===== config.mk =====
export PLATFORM = sky130hd
export DESIGN_NAME = instruction_cache
export DESIGN_NICKNAME = d
export VERILOG_FILES = /design/src/rtl/instruction_cache.sv
export SDC_FILE = /design/constraint.sdc
export NUM_CORES = 1
export LEC_CHECK = 0
export BUFFER_PORTS_ARGS = -buffer_cell sky130_fd_sc_hd__buf_2
export CORE_MARGIN = 1
export CORE_UTILIZATION = 35
export DETAILED_ROUTE_END_ITERATION = 8
export PLACE_DENSITY_LB_ADDON = 0.05
export SYNTH_ARGS = -nofsm -noshare
export SYNTH_HDL_FRONTEND = slang
export SYNTH_SLANG_ARGS = --single-unit

===== constraint.sdc =====
create_clock -name CLK -period 22.8 [get_ports CLK]
set_clock_uncertainty 0.2 [all_clocks]
set_input_delay 6.84 -clock CLK [delete_from_list [all_inputs] [get_ports CLK]]
set_output_delay 6.84 -clock CLK [all_outputs]
set_load 0.1 [all_outputs]

===== src/rtl/instruction_cache.sv =====
// Read-only instruction cache: 8 direct-mapped blocks of 4 words, combinational hit path,
// single outstanding block fill from instruction memory.
module instruction_cache (
  input  logic         CLK,
  input  logic         RESET,
  input  logic [31:0]  PC,
  output logic [31:0]  INSTRUCTION,
  output logic         BUSYWAIT,
  output logic         MEM_READ,
  output logic [5:0]   MEM_ADDRESS,
  input  logic [127:0] MEM_READDATA,
  input  logic         MEM_BUSYWAIT
);

  typedef enum logic {ST_IDLE, ST_MEM_READ} state_t;

  state_t       state;
  logic [7:0]   valid;
  logic [2:0]   tags [8];
  logic [127:0] data [8];

  logic [2:0] tag;
  logic [2:0] index;
  logic [1:0] offset;
  logic       hit;
  logic       fill_done;
  logic       unused_pc;

  assign tag       = PC[9:7];
  assign index     = PC[6:4];
  assign offset    = PC[3:2];
  assign unused_pc = ^{PC[31:10], PC[1:0]};

  assign hit       = (state == ST_IDLE) && valid[index] && (tags[index] == tag);
  assign fill_done = (state == ST_MEM_READ) && !MEM_BUSYWAIT;

  assign BUSYWAIT  = ~hit;
  assign MEM_READ  = (state == ST_MEM_READ);

  always_comb begin
    INSTRUCTION = '0;
    if (hit) INSTRUCTION = data[index][{offset, 5'b0} +: 32];
  end

  // MEM_ADDRESS doubles as the fill target, so it must stay frozen for the whole fill.
  always_ff @(posedge CLK or negedge RESET) begin
    if (!RESET) begin
      state       <= ST_IDLE;
      valid       <= '0;
      MEM_ADDRESS <= '0;
    end else begin
      case (state)
        ST_IDLE: begin
          if (!hit) begin
            MEM_ADDRESS <= {tag, index};
            state       <= ST_MEM_READ;
          end
        end
        ST_MEM_READ: begin
          if (!MEM_BUSYWAIT) begin
            valid[MEM_ADDRESS[2:0]] <= 1'b1;
            state                   <= ST_IDLE;
          end
        end
        default: state <= ST_IDLE;
      endcase
    end
  end

  // Tag/data arrays carry no reset; a fill can only complete while the FSM is out of reset.
  always_ff @(posedge CLK) begin
    if (fill_done) begin
      tags[MEM_ADDRESS[2:0]] <= MEM_ADDRESS[5:3];
      data[MEM_ADDRESS[2:0]] <= MEM_READDATA;
    end
  end

endmodule


==> results by group, run 1 <==
Routing
  – Via Count: 18230
  – Vias per Instance: 5.164
  – DRT Wirelength: 97.07 mm
  – Drt first pass iters: 7
  – Initial DRC Count: approximately 1100
  – # DRC: 18
  – ANT nets after route: 0
  – Post-DR wirelength/cell: 27.51 microns

Pwr
  – Worst VDD drop: 0.06444 mV
  – Power density over cell area: 95.43 mW/mm^2
  – Static Leak: 0.01490 uW
  – Total Power: between 4000 and 5000 uW

STA
  – Worst-margin pin slew: 1026 ps
  – Period utilization: 0.7741
  – RSZ-0062 raised after global routing: false
  – # setup viols final: 0
  – Final hold violation count: 0
  – Fmax: 56.66 MHz
  – Setup TNS: 0 ps
  – Rel. slew slack: 0.3143
  – Final min period: 17650 ps
  – Max-slew violations: 0

Logic synthesis
  – Most frequent cells after synthesis: edfxtp_1, mux4_2, mux2i_1
  – Post-synthesis mux area share: 0.1757
  – Top-count cell post-synth: edfxtp_1
  – Synthesized instance count: between 1500 and 2000
  – Largest area contributor in the netlist: edfxtp_1
  – Post-Synth Adder-Cell Area: 0
  – XOR/XNOR Fraction of Synth Area: 0.0006465
  – Dominant synthesized flop cell: edfxtp_1
  – Synth top area cells: edfxtp_1, mux4_2, mux2i_1
  – Number of synthesis warnings: 0
  – Part of the Yosys area used for sequential elements: 0.7836
  – Post-synth cell types: 24
  – Largest family of logic cells by synthesized area: multiplexers
  – Share of the synthesized area in the top cell type: 0.7743
  – Synth Area in Compound Gates: 0.01681
  – Mapped cell area: 0.04064 sq mm
  – Post-Syn Nets: 1853
  – Post-synth EDFFs: 1048
  – Synth Area in Simple Gates: 0.01081
  – Asr flop ratio synth: 0.01411
  – Average size of a mapped cell: 24.05 sq um
  – Synthesized flop and latch total: approximately 1100

Clock network
  – Reg clk slew, reported paths: 60 ps
  – CTS tree: built
  – Cts bufs inserted: 113
  – Root buf cell: clkbuf_16
  – H-tree depth: 3
  – Total clock sinks: between 1000 and 1500
  – CTS hold repair buffers: 0
  – Post_cts resized: 0
  – Clk_lat worst skew: between 600 and 700 ps
  – Clock Path Buffers: 3
  – Postcts setup bufs: 0

Layout
  – Area delta synth->final: 15.29%
  – Finished Layout Cells: between 3000 and 4000
  – Proportion of layout cells with a drive suffix above 1: 0.3406
  – Layout Nets: about 2100

Setup path
  – WS Path Type: in2out
  – CP max FO: 93
  – CP startpoint kind: input pin
  – Top delay family on crit path: buffers and inverters
  – Crit path cell chain: buf_8 -> buf_12 -> mux4_2 -> xor2_1 -> nand4_1 -> buf_4 -> a21oi_1 -> buf_2
  – Crit-path max cell delay: roughly 640 ps
  – Capturing element type of the critical path: output port
  – WP buf/inv: 4
  – Arrival time worst endpoint: 10610 ps
  – WP data required: 15760 ps
  – Crit-path slowest cell: buf_12

GRT
  – Vias in the first global route: 19860
  – Total grt overflow: 0
  – First-pass GRT wire length: 140.8 mm
  – Largest net degree at the start of global routing: 111
  – Initial antenna violation count: 29
  – Total GRT Usage: 0.1676

Floorplanning
  – Die span in x: 342.8 microns
  – Die Span Y: about 340 microns
  – CORE AREA: roughly 0.11 sq mm
  – I/O pin count: 203
  – Die area: 0.1175 sq mm
  – Initial core utilization: 0.3545
  – Site Rows: approximately 120

Placement
  – Final HPWL DP: between 40 and 50 mm
  – Cell count after placement: 3313
  – Buffers on Ports: around 180
  – GPL Wtd Cong: 0.6962

Flow run
  – Max-cap violations: 0

Outcome
  – Outcome: finished with violations
  – Failing checks: design-rule violations

Min path
  – Min-delay worst type: reg2reg
-- metrics by stage --
| stage | worst slack [ps] | area (sq um) | hold slack, ps | util |
|---|---|---|---|---|
| after floorplan | 5332 | 40640 | 233.7 | - |
| after global placement | 5117 | 43340 | 245.9 | 0.3780 |
| after detailed placement | 5126 | 43340 | 248.6 | 0.3780 |
| after CTS | 5117 | 46830 | 263.3 | 0.4085 |
| after global routing | 4989 | 46840 | 276.3 | 0.4085 |
| final | 5151 | 46850 | 262.5 | 0.4086 |
-- layout make-up --
cell class	instances	area, sq um
well taps	1512	1892
flip-flops and latches	1063	31850
diodes	9	22.52
clock inverters	71	518.0
fillers	10080	67800
multi-input cells	530	8343
inverters	2	7.507
repair buffers	206	1247
clock buffers	136	2978
-- layout by cell type (no fill, tap or decap) --
cell	count
a211o_1	31
a211oi_1	31
a21boi_0	1
a21oi_1	31
a41oi_2	1
buf_12	9
buf_2	173
buf_4	21
buf_8	2
bufinv_16	7
clkbuf_1	20
clkbuf_16	116
clkbuf_8	1
clkinv_1	26
clkinv_2	34
clkinv_8	1
clkinvlp_4	2
dfrtp_1	15
diode_2	9
edfxtp_1	1048
inv_1	2
inv_6	1
mux2_2	6
mux2i_1	45
mux4_2	294
nand2_1	33
nand2b_1	3
nand4_1	1
nor2_1	2
nor2_4	6
nor2b_1	32
nor3_2	2
or2_2	8
xor2_1	3
-- cell families (layout without fill, tap and decap cells) --
kind of cell,count (synthesis),after routing
buffers and inverters,97,415
other,0,9
xor gates and xnor gates,3,3
DFF,1063,1063
AOI/OAI and AO/OA,95,95
muxes,345,345
and+or+nand+nor,87,87
-- power by group --
part,internal (uW),switching (uW),total [uW]
Clock,1000,736,1740
Sequential,2300,31.3,2330
Combinational,133,268,401
Total,3440,1040,4470
-- final timing paths --
kind	slack, ps	start	to	cells after the start
max in group asynchronous	16250	RESET	valid[1]$_DFFE_PN0P_	1
worst max-delay path	5150	PC[5]	INSTRUCTION[0]	8
min in group asynchronous	5870	RESET	MEM_ADDRESS[3]$_DFFE_PN0P_	1
worst max register to register	19490	MEM_READ$_DFF_PN0_	data[6][75]$_DFFE_PP_	5
worst min register to register	260	valid[3]$_DFFE_PN0P_	valid[3]$_DFFE_PN0P_	1
worst min-delay path	260	valid[3]$_DFFE_PN0P_	valid[3]$_DFFE_PN0P_	1
-- state kept, by name, indices dropped and copies added, names as in the netlist --
| name | flops |
|---|---|
| data | 1024 |
| MEM_ADDRESS | 6 |
| valid | 8 |
| tags | 24 |
| MEM_READ | 1 |
-- metal layers --
layer | global-route usage | share of wire | vias up | routed length (microns)
li1 | - | - | 7742 | -
met1 | 0.2343 | 0.45 | 9936 | 43880
met2 | 0.2686 | 0.48 | 371 | 46590
met3 | 0.03319 | 0.050 | 154 | 4855
met4 | 0.04334 | 0.017 | 22 | 1608
met5 | 0 | 0.0014 | - | 140
No activity file was read; power rests on OpenSTA's default activity.
==> run 2: changes to the inputs <==
- clock period: 22.8 -> 17.04 ns (I/O delays scaled with it)
==> run 2 against run 1 <==
Compared with the run above:
- largest power group unchanged
- setup slack worse by 1800 ps
- clock-buffer cell count rose by 8
- final area increased by 0.73%
- cell count grew 0.28%
- first-iteration DRC count fell by 1.1%
- via count down 0.27%
- combinational power is 34% higher
- the run still ends with design-rule violations left
- power grew 38%
- critical path depth unchanged
- register-to-register slack got worse by 6200 ps
==> results by group, run 2 (synthesized netlist as in run 1, its figures left out) <==
Layout
  – Commonest non-fill, non-tap cell in the layout: edfxtp_1
  – Proportion of layout cells with a drive suffix above 1: 0.3432 (+0.002587)
  – Finished Layout Cells: 3539 (+0.28%)
  – Most frequent cells in the layout: edfxtp_1, mux4_2, buf_2
  – Area delta synth->final: 16.13%
  – Max reg flops: 1024 (unchanged)
  – Layout Nets: 2090 (+0.53%)

Routing
  – Max Used Layer: met5
  – Initial DRC Count: 1127 (-1.1%)
  – DRT Wirelength: 96.95 mm (-0.13%)
  – M1 wire length: 43.25 mm (-1.4%)
  – Met2 wire length: 46.94 mm (+0.76%)
  – Post-DR wirelength/cell: 27.39 microns (-0.41%)
  – ANT nets after route: 0 (unchanged)
  – Vias per Instance: 5.136 (-0.56%)
  – Met3 wire len: 4.790 mm (-1.3%)
  – # DRC: 18 (unchanged)
  – Drt first pass iters: 7 (unchanged)
  – Via Count: 18180 (-0.27%)

STA
  – Period utilization: 0.8018
  – Rel. slew slack: 0.3573 (+0.04300)
  – Fmax: ~73 MHz
  – Final min period: ~14000 ps
  – Final hold violation count: 0 (unchanged)
  – Max-slew violations: 0 (unchanged)
  – Worst-margin pin slew: 964.1 ps (-62.07 ps)
  – # setup viols final: 0 (unchanged)
  – RSZ-0062 raised after global routing: false
  – Setup TNS: 0 ps (unchanged)

Setup path
  – WP data required: 11730 ps (-4030 ps)
  – WS Path Type: in2out
  – CP max FO: 62 (-33%)
  – Arrival time worst endpoint: 8350 ps (-2260 ps)
  – Capturing element type of the critical path: output port
  – CP startpoint kind: input pin

Min path
  – Min-delay worst type: reg2reg

Floorplanning
  – Die area: 0.1175 sq mm (unchanged)
  – Site Rows: 124 (unchanged)
  – Die span in x: 342.8 microns (unchanged)
  – I/O pin count: 203 (unchanged)
  – Initial core utilization: 0.3545 (unchanged)
  – Die Span Y: 342.8 microns (unchanged)
  – CORE AREA: 0.1147 sq mm (unchanged)

GRT
  – First-pass GRT wire length: 140.8 mm (about the same)
  – Total grt overflow: 0 (unchanged)
  – Initial antenna violation count: 32 (+10%)
  – Largest net degree at the start of global routing: 103 (-7.2%)
  – Vias in the first global route: 20030 (+0.83%)
  – Total GRT Usage: 0.1673 (-0.0002993)

Pwr
  – Int Pwr: 4770 uW (+39%)
  – Total Power: 6168 uW (+38%)
  – Psw: 1398 uW (+35%)
  – Switching share of power: 0.2267 (-0.004845)
  – Flop pwr share: 0.506 (-0.016)
  – Clock power frac: 0.407 (+0.018)
  – Worst VDD drop: 0.08964 mV (+39%)
  – Comb pwr share: 0.087 (-0.003)
  – Static Leak: 0.01505 uW (+1.0%)
  – Power density over cell area: 130.7 mW/mm^2 (+37%)

Outcome
  – Outcome: finished with violations
  – Failing checks: design-rule violations

Clock network
  – Cts bufs inserted: 117 (+3.5%)
  – Post_cts resized: 0 (unchanged)
  – CTS tree: built
  – H-tree depth: 3 (unchanged)
  – Root buf cell: clkbuf_16
  – Clk_lat worst skew: 670 ps (about the same)
  – Total clock sinks: 1063 (unchanged)
  – Clock Path Buffers: 3 (unchanged)
  – Postcts setup bufs: 0 (unchanged)
  – Reg clk slew, reported paths: 50 ps (about the same)
  – CTS hold repair buffers: 0 (unchanged)

Placement
  – Cell count after placement: 3320 (+0.21%)
  – GPL Wtd Cong: 0.6892 (-1.0%)
  – Final HPWL DP: 50.27 mm (+3.5%)
  – Buffers on Ports: 178 (unchanged)

Flow run
  – Max-cap violations: 0 (unchanged)
==> run 2: stage by stage <==
| step | instance area, sq um | hold WS (ps) | setup WS (ps) | util |
|---|---|---|---|---|
| finish | 47200 | 265.7 | 3378 | 0.4117 |
| global route | 47190 | 269.0 | 3131 | 0.4115 |
| CTS | 47190 | 265.3 | 3193 | 0.4115 |
| detailed placement | 43360 | 252.3 | 3204 | 0.3782 |
| global placement | 43360 | 245.4 | 3162 | 0.3782 |
| floorplan | 40640 | 233.7 | 1589 | - |
==> run 2: metal layers <==
metal / track usage / vias to the layer above
li1: - / 7758
met1: 0.2268 / 9860
met4: 0.04074 / 30
met5: 0 / -
met3: 0.03557 / 176
met2: 0.2755 / 351
==> run 2: worst paths after layout <==
| check | startpoint | endpoint | slack [ps] | cells after the start |
|---|---|---|---|---|
| setup / recovery | PC[4] | INSTRUCTION[14] | 3380 | 8 |
| hold / removal | valid[5]$_DFFE_PN0P_ | valid[5]$_DFFE_PN0P_ | 270 | 1 |
| setup reg to reg | MEM_READ$_DFF_PN0_ | data[3][54]$_DFFE_PP_ | 13240 | 5 |
| hold reg to reg | valid[5]$_DFFE_PN0P_ | valid[5]$_DFFE_PN0P_ | 270 | 1 |
| max in group asynchronous | RESET | valid[4]$_DFFE_PN0P_ | 12210 | 1 |
| min in group asynchronous | RESET | MEM_ADDRESS[3]$_DFFE_PN0P_ | 4150 | 1 |
==> run 2: area by class of cell <==
cell class | instances | area, sq um
diodes | 5 | 12.51
clock buffers | 144 | 3114
clock inverters | 70 | 708.2
fillers | 10030 | 67460
inverters | 2 | 7.507
multi-input cells | 530 | 8343
flip-flops and latches | 1063 | 31850
well taps | 1512 | 1892
repair buffers | 213 | 1275
==> run 2: critical path, stage by stage <==
cell	delay (ps)
buf_8	500
buf_12	470
mux4_2	580
xor2_1	250
nand4_1	130
buf_4	300
a21oi_1	360
buf_2	490
==> run 2: power groups by stage <==
stage          clock network, uW  registers [uW]  logic [uW]
2_1_floorplan                  0            3240         302
3_3_place_gp                   0            3170         555
3_5_place_dp                   0            3180         558
4_1_cts                     2580            3130         559
5_1_grt                     2670            3140         579
6_report                    2510            3120         537
